**src/rtl/lcd_bus_scheduler.sv**
```systemverilog
// lcd_bus_scheduler: arbitrates byte writes from two requesters onto a shared
// HD44780-style LCD bus and turns each granted byte into a timed write cycle
// (setup, enable pulse, controller execution wait).
module lcd_bus_scheduler #(
  parameter int SETUP_CYC     = 2,
  parameter int E_HIGH_CYC    = 12,
  parameter int EXEC_CYC      = 960,
  parameter int LONG_EXEC_CYC = 39360
) (
  input  logic        clk,
  input  logic        reset,
  input  logic [1:0]  req,
  input  logic [1:0]  req_rs,
  input  logic [15:0] req_data,
  input  logic [1:0]  lock,
  output logic [1:0]  ack,
  output logic        busy,
  output logic        owner,
  output logic [7:0]  d,
  output logic        e,
  output logic        rs
);

  localparam logic [1:0] IDLE  = 2'd0;
  localparam logic [1:0] SETUP = 2'd1;
  localparam logic [1:0] PULSE = 2'd2;
  localparam logic [1:0] EXEC  = 2'd3;

  logic [1:0]  state;
  logic [31:0] cnt;
  logic        grant;
  logic        long_cmd;

  // Pick the requester to serve: a locked owner keeps the bus, a lone
  // requester wins outright, and contention alternates away from the owner.
  always_comb begin
    grant = ~owner;
    if (lock[owner] && req[owner]) begin
      grant = owner;
    end else if (req == 2'b01) begin
      grant = 1'b0;
    end else if (req == 2'b10) begin
      grant = 1'b1;
    end
  end

  // Clear (0x01) and return-home (0x02/0x03) commands need the long wait.
  assign long_cmd = !rs && (((d[7:1] == 7'h00) && d[0]) || (d[7:1] == 7'h01));

  // Enable is high only during the pulse; any non-idle state is a busy bus.
  assign e    = (state == PULSE);
  assign busy = (state != IDLE);

  // Write-cycle sequencer: grant/capture in IDLE, then count through the
  // three timed phases, each lasting exactly its configured cycle count.
  always_ff @(posedge clk or negedge reset) begin
    if (!reset) begin
      state <= IDLE;
      cnt   <= '0;
      ack   <= 2'b00;
      owner <= 1'b1;
      d     <= 8'h00;
      rs    <= 1'b0;
    end else begin
      ack <= 2'b00;
      case (state)
        IDLE: begin
          if (req != 2'b00) begin
            d     <= grant ? req_data[15:8] : req_data[7:0];
            rs    <= req_rs[grant];
            owner <= grant;
            ack   <= grant ? 2'b10 : 2'b01;
            cnt   <= 32'(SETUP_CYC - 1);
            state <= SETUP;
          end
        end
        SETUP: begin
          if (cnt == 32'd0) begin
            cnt   <= 32'(E_HIGH_CYC - 1);
            state <= PULSE;
          end else begin
            cnt <= cnt - 32'd1;
          end
        end
        PULSE: begin
          if (cnt == 32'd0) begin
            cnt   <= long_cmd ? 32'(LONG_EXEC_CYC - 1) : 32'(EXEC_CYC - 1);
            state <= EXEC;
          end else begin
            cnt <= cnt - 32'd1;
          end
        end
        EXEC: begin
          if (cnt == 32'd0) begin
            state <= IDLE;
          end else begin
            cnt <= cnt - 32'd1;
          end
        end
        default: state <= IDLE;
      endcase
    end
  end

endmodule

```
**config.mk**
```make
export PLATFORM = sky130hd
export DESIGN_NAME = lcd_bus_scheduler
export DESIGN_NICKNAME = d
export VERILOG_FILES = /design/src/rtl/lcd_bus_scheduler.sv
export SDC_FILE = /design/constraint.sdc
export NUM_CORES = 1
export LEC_CHECK = 0
export BUFFER_PORTS_ARGS = -buffer_cell sky130_fd_sc_hd__buf_2
export CAP_MARGIN = 20
export CORE_MARGIN = 3
export CORE_UTILIZATION = 52
export DETAILED_ROUTE_END_ITERATION = 8
export PLACE_DENSITY = 0.76
export SLEW_MARGIN = 40
export SYNTH_ARGS = -nofsm -noshare
export SYNTH_HDL_FRONTEND = slang
export SYNTH_SLANG_ARGS = --single-unit
```
**constraint.sdc**
```tcl
create_clock -name clk -period 2.2 [get_ports clk]
set_input_delay 0.44 -clock clk [delete_from_list [all_inputs] [get_ports clk]]
set_output_delay 0.44 -clock clk [all_outputs]
set_load 0.02 [all_outputs]
```
==> results.md <==
- Final setup violation count: 0
- Die H: 78.0 µm
- Share of the core filled with cells in the final layout: 0.760
- Yosys top cell area share: 0.417
- Number of detailed-route iterations in the first pass: 4
- Multi-input gate area in the final layout: 1630 µm²
- Via-per-instance ratio: ~5.8
- Clock insertion delay at the later pin of the skew report: 310 ps
- Period utilisation layout: 1.00
- CTS root buffer: sky130_fd_sc_hd__clkbuf_8
- Clock Skew: 4.71 ps
- Slack of the worst reg-to-reg path: approximately 0.22 ps
- Most repeated cell in the gate-level netlist after synthesis: sky130_fd_sc_hd__dfrtp_1
- Number of placed instances, taps included: between 400 and 500
- Number of DRC markers after the initial detailed-route iteration: 227
- Required time worst endpoint: 2450 ps
- Post-layout nets: 430
- Maximum fanout count along the critical path: 8
- Type of the setup path with the least slack: register to register
- Count of state elements after synthesis: 46
- Mean routed wirelength per cell: 16.1 µm
- Max H-tree Level: 2
- Clock transition at the register clock pins on the worst setup and hold paths after CTS: 90 ps
- Number of failing hold endpoints at the final stage: 0
- Post-synthesis to final-layout area growth: 37.4%
- Area inside the core boundary: 4880 µm²
- Number of buffers created by CTS: 5
- Total wire length after detailed routing: roughly 7.5 mm
- Initial core utilization: 0.553
- Minimum clock period after layout: 2200 ps
- Leading post-synthesis cells by cell area: sky130_fd_sc_hd__dfrtp_1, sky130_fd_sc_hd__o21ai_0, sky130_fd_sc_hd__nand2_1, sky130_fd_sc_hd__mux2i_1, sky130_fd_sc_hd__nor3_1
- Die footprint: 6090 µm²
- Largest net degree at the start of global routing: 26
- Cell area after synthesis: 2700 µm²
- Width of the chip: 78.0 µm
- Placed instance area: 3350 µm²
- Synth warn: 0
- Maximum capacitance violations: 0
- Antenna Violating Nets Remaining: 0
- Critical Path Start Type: register
- Setup repair after global routing missed its margin: true
- Outcome: finished, final reports clean
- Clock Tree Buf Depth: 2
- Standard-cell row count: 25
- Upper clock frequency limit: between 400 and 500 MHz
- Transition time at the pin with the least slew margin: ~550 ps
- Via count of the first global-routing pass: about 2600
- Portion of the post-synthesis area used by sequential elements: 0.427
- Hold slack: 107 ps
- Synth top cells by count: sky130_fd_sc_hd__dfrtp_1, sky130_fd_sc_hd__o21ai_0, sky130_fd_sc_hd__nand2_1
- Number of pins with negative max-slew slack in the final report: 0
- Post-synth top area cell: sky130_fd_sc_hd__dfrtp_1
- First-pass GRT wire length: between 10 and 15 mm
- Launching instance or port of the critical path: cnt[18]$_DFFE_PN0P_
- Top-Level Pins: 38
- Register cell area after layout: ~1200 µm²
- Slew Limit Headroom: 0.636
- Buffers added on ports: 37
- Fill cell count: 346
- Post-synth EDFFs: 0
- Non-filler instance count after layout: 468
- Clock net sink count: 46
- Distinct cell type count of the synthesized netlist: 48
- Worst vdd rail ir drop: ~0.00034 V
- Leftover overflow at the end of global routing: 0
- Post-Synthesis Mean Instance Area: 8.87 µm²
- Synthesized net count: 334
- Most common flop cell mapped by yosys: sky130_fd_sc_hd__dfrtp_1
- Estimated wirelength of the detail-placed design: 5.26 mm
- GRT Util Overall: 0.246
- Arrival time of the worst setup path: 2450 ps
- Power Dens Cells: between 300 and 400 nW/µm²
- Asr flop ratio synth: 1.00
- Post-route cell area: 3710 µm²
- Syn Inst Count: 304
- Sort of element at the end of the critical path: register
- Total power of the final layout: 1.47 mW
- Final RePlAce weighted congestion: a little over 0.8
- Initial antenna violation count: 0
- Number of diodes: 0
- Leakage component of the power: 1.67 nW
- Total via count after detailed routing: 2734
- DRC errors left: 0
- Reg-to-reg critical path startpoint: cnt[18]$_DFFE_PN0P_
- Kind of path behind the tightest hold check: input pin to asynchronous set/reset pin
- CTS tree: yes
- Proportion of layout cells with a drive suffix above 1: 0.392
==> what timing repair did <==
item | CTS | global route
hold buffers | 0 | 0
gates resized for setup | 4 | 48
cloned | 0 | 1
endpoints found under the setup margin | 23 | 33
pin swaps | 0 | 14
setup buffers | 0 | 9
==> worst paths after layout <==
kind,endpoint,cells after the start
max in group asynchronous,owner$_DFFE_PN1P_,2
worst max register to register,cnt[11]$_DFFE_PN0P_,8
worst max-delay path,cnt[11]$_DFFE_PN0P_,8
worst min register to register,d[2]$_DFFE_PN0P_,2
min in group clk,d[2]$_DFFE_PN0P_,3
worst min-delay path,cnt[22]$_DFFE_PN0P_,1
==> logic make-up (layout without fill, tap and decap cells) <==
family                     after synthesis  count (layout)  share of synthesized area
and+or+nand+nor                        120             121                      0.246
AOI/OAI and AO/OA                       92              92                      0.207
DFF                                     46              46                      0.427
buffers and inverters                   26             122                     0.0408
muxes                                   10              10                     0.0376
adders and majority gates                6               6                     0.0278
xor gates and xnor gates                 4               4                     0.0130
==> sequential cells by signal (all words and copies together), names as in the netlist <==
signal,flops
cnt,32
d,8
owner,1
ack,2
rs,1
state,2
==> area by class of cell <==
| cell class | count | share of cell area |
|---|---|---|
| inverter | 13 | 0.0132 |
| tap | 67 | 0.0226 |
| clock buffer | 6 | 0.0223 |
| multi-input combinational | 233 | 0.439 |
| sequential | 46 | 0.311 |
| timing repair buffer | 101 | 0.188 |
| clock inverter | 2 | 0.00337 |
==> per-stage QoR <==
step / setup TNS (ps) / setup WS, ps
2_1_floorplan: -76.6 / -76.6
3_3_place_gp: -93.7 / -31.2
3_5_place_dp: -964 / -99.7
4_1_cts: 0 / 4.12
5_1_grt: -1200 / -106
6_report: 0 / 0.220
==> worst max-delay path: stages (launching register included) <==
cell	delay, ps
sky130_fd_sc_hd__dfrtp_2	450
sky130_fd_sc_hd__nor4_4	360
sky130_fd_sc_hd__nand3_2	180
sky130_fd_sc_hd__or4_4	580
sky130_fd_sc_hd__buf_6	150
sky130_fd_sc_hd__nand2_4	70
sky130_fd_sc_hd__buf_8	140
sky130_fd_sc_hd__a21o_4	90
sky130_fd_sc_hd__a22o_1	120
==> power breakdown <==
part	switching, mW	leakage [nW]	internal (mW)	total, mW
clock	0.305	0.0472	0.253	0.558
sequential	0	0.536	0.845	0.845
combinational	0.0342	1.09	0.0308	0.0650
total	0.339	1.67	1.13	1.47
==> layer usage <==
metal	routed length, µm	GRT usage
met1	3160	0.318
met2	3760	0.418
met3	457	0.0447
met4	159	0.0787
met5	0	0
==> cells in the final DEF (no fill, tap or decap), types with 6 or more instances in the layout <==
cell type,count
sky130_fd_sc_hd__nor2_1,23
sky130_fd_sc_hd__buf_4,59
sky130_fd_sc_hd__dfrtp_1,44
sky130_fd_sc_hd__or3_1,10
sky130_fd_sc_hd__nor3_1,13
sky130_fd_sc_hd__clkbuf_8,6
sky130_fd_sc_hd__nand2_1,25
sky130_fd_sc_hd__o21ai_0,21
sky130_fd_sc_hd__mux2i_1,9
sky130_fd_sc_hd__nor4_1,6
sky130_fd_sc_hd__inv_1,10
sky130_fd_sc_hd__buf_2,37
sky130_fd_sc_hd__o21ai_1,17
sky130_fd_sc_hd__ha_1,6
sky130_fd_sc_hd__a22o_1,9
sky130_fd_sc_hd__a21oi_1,12
Power figures use the tool's default switching activity.
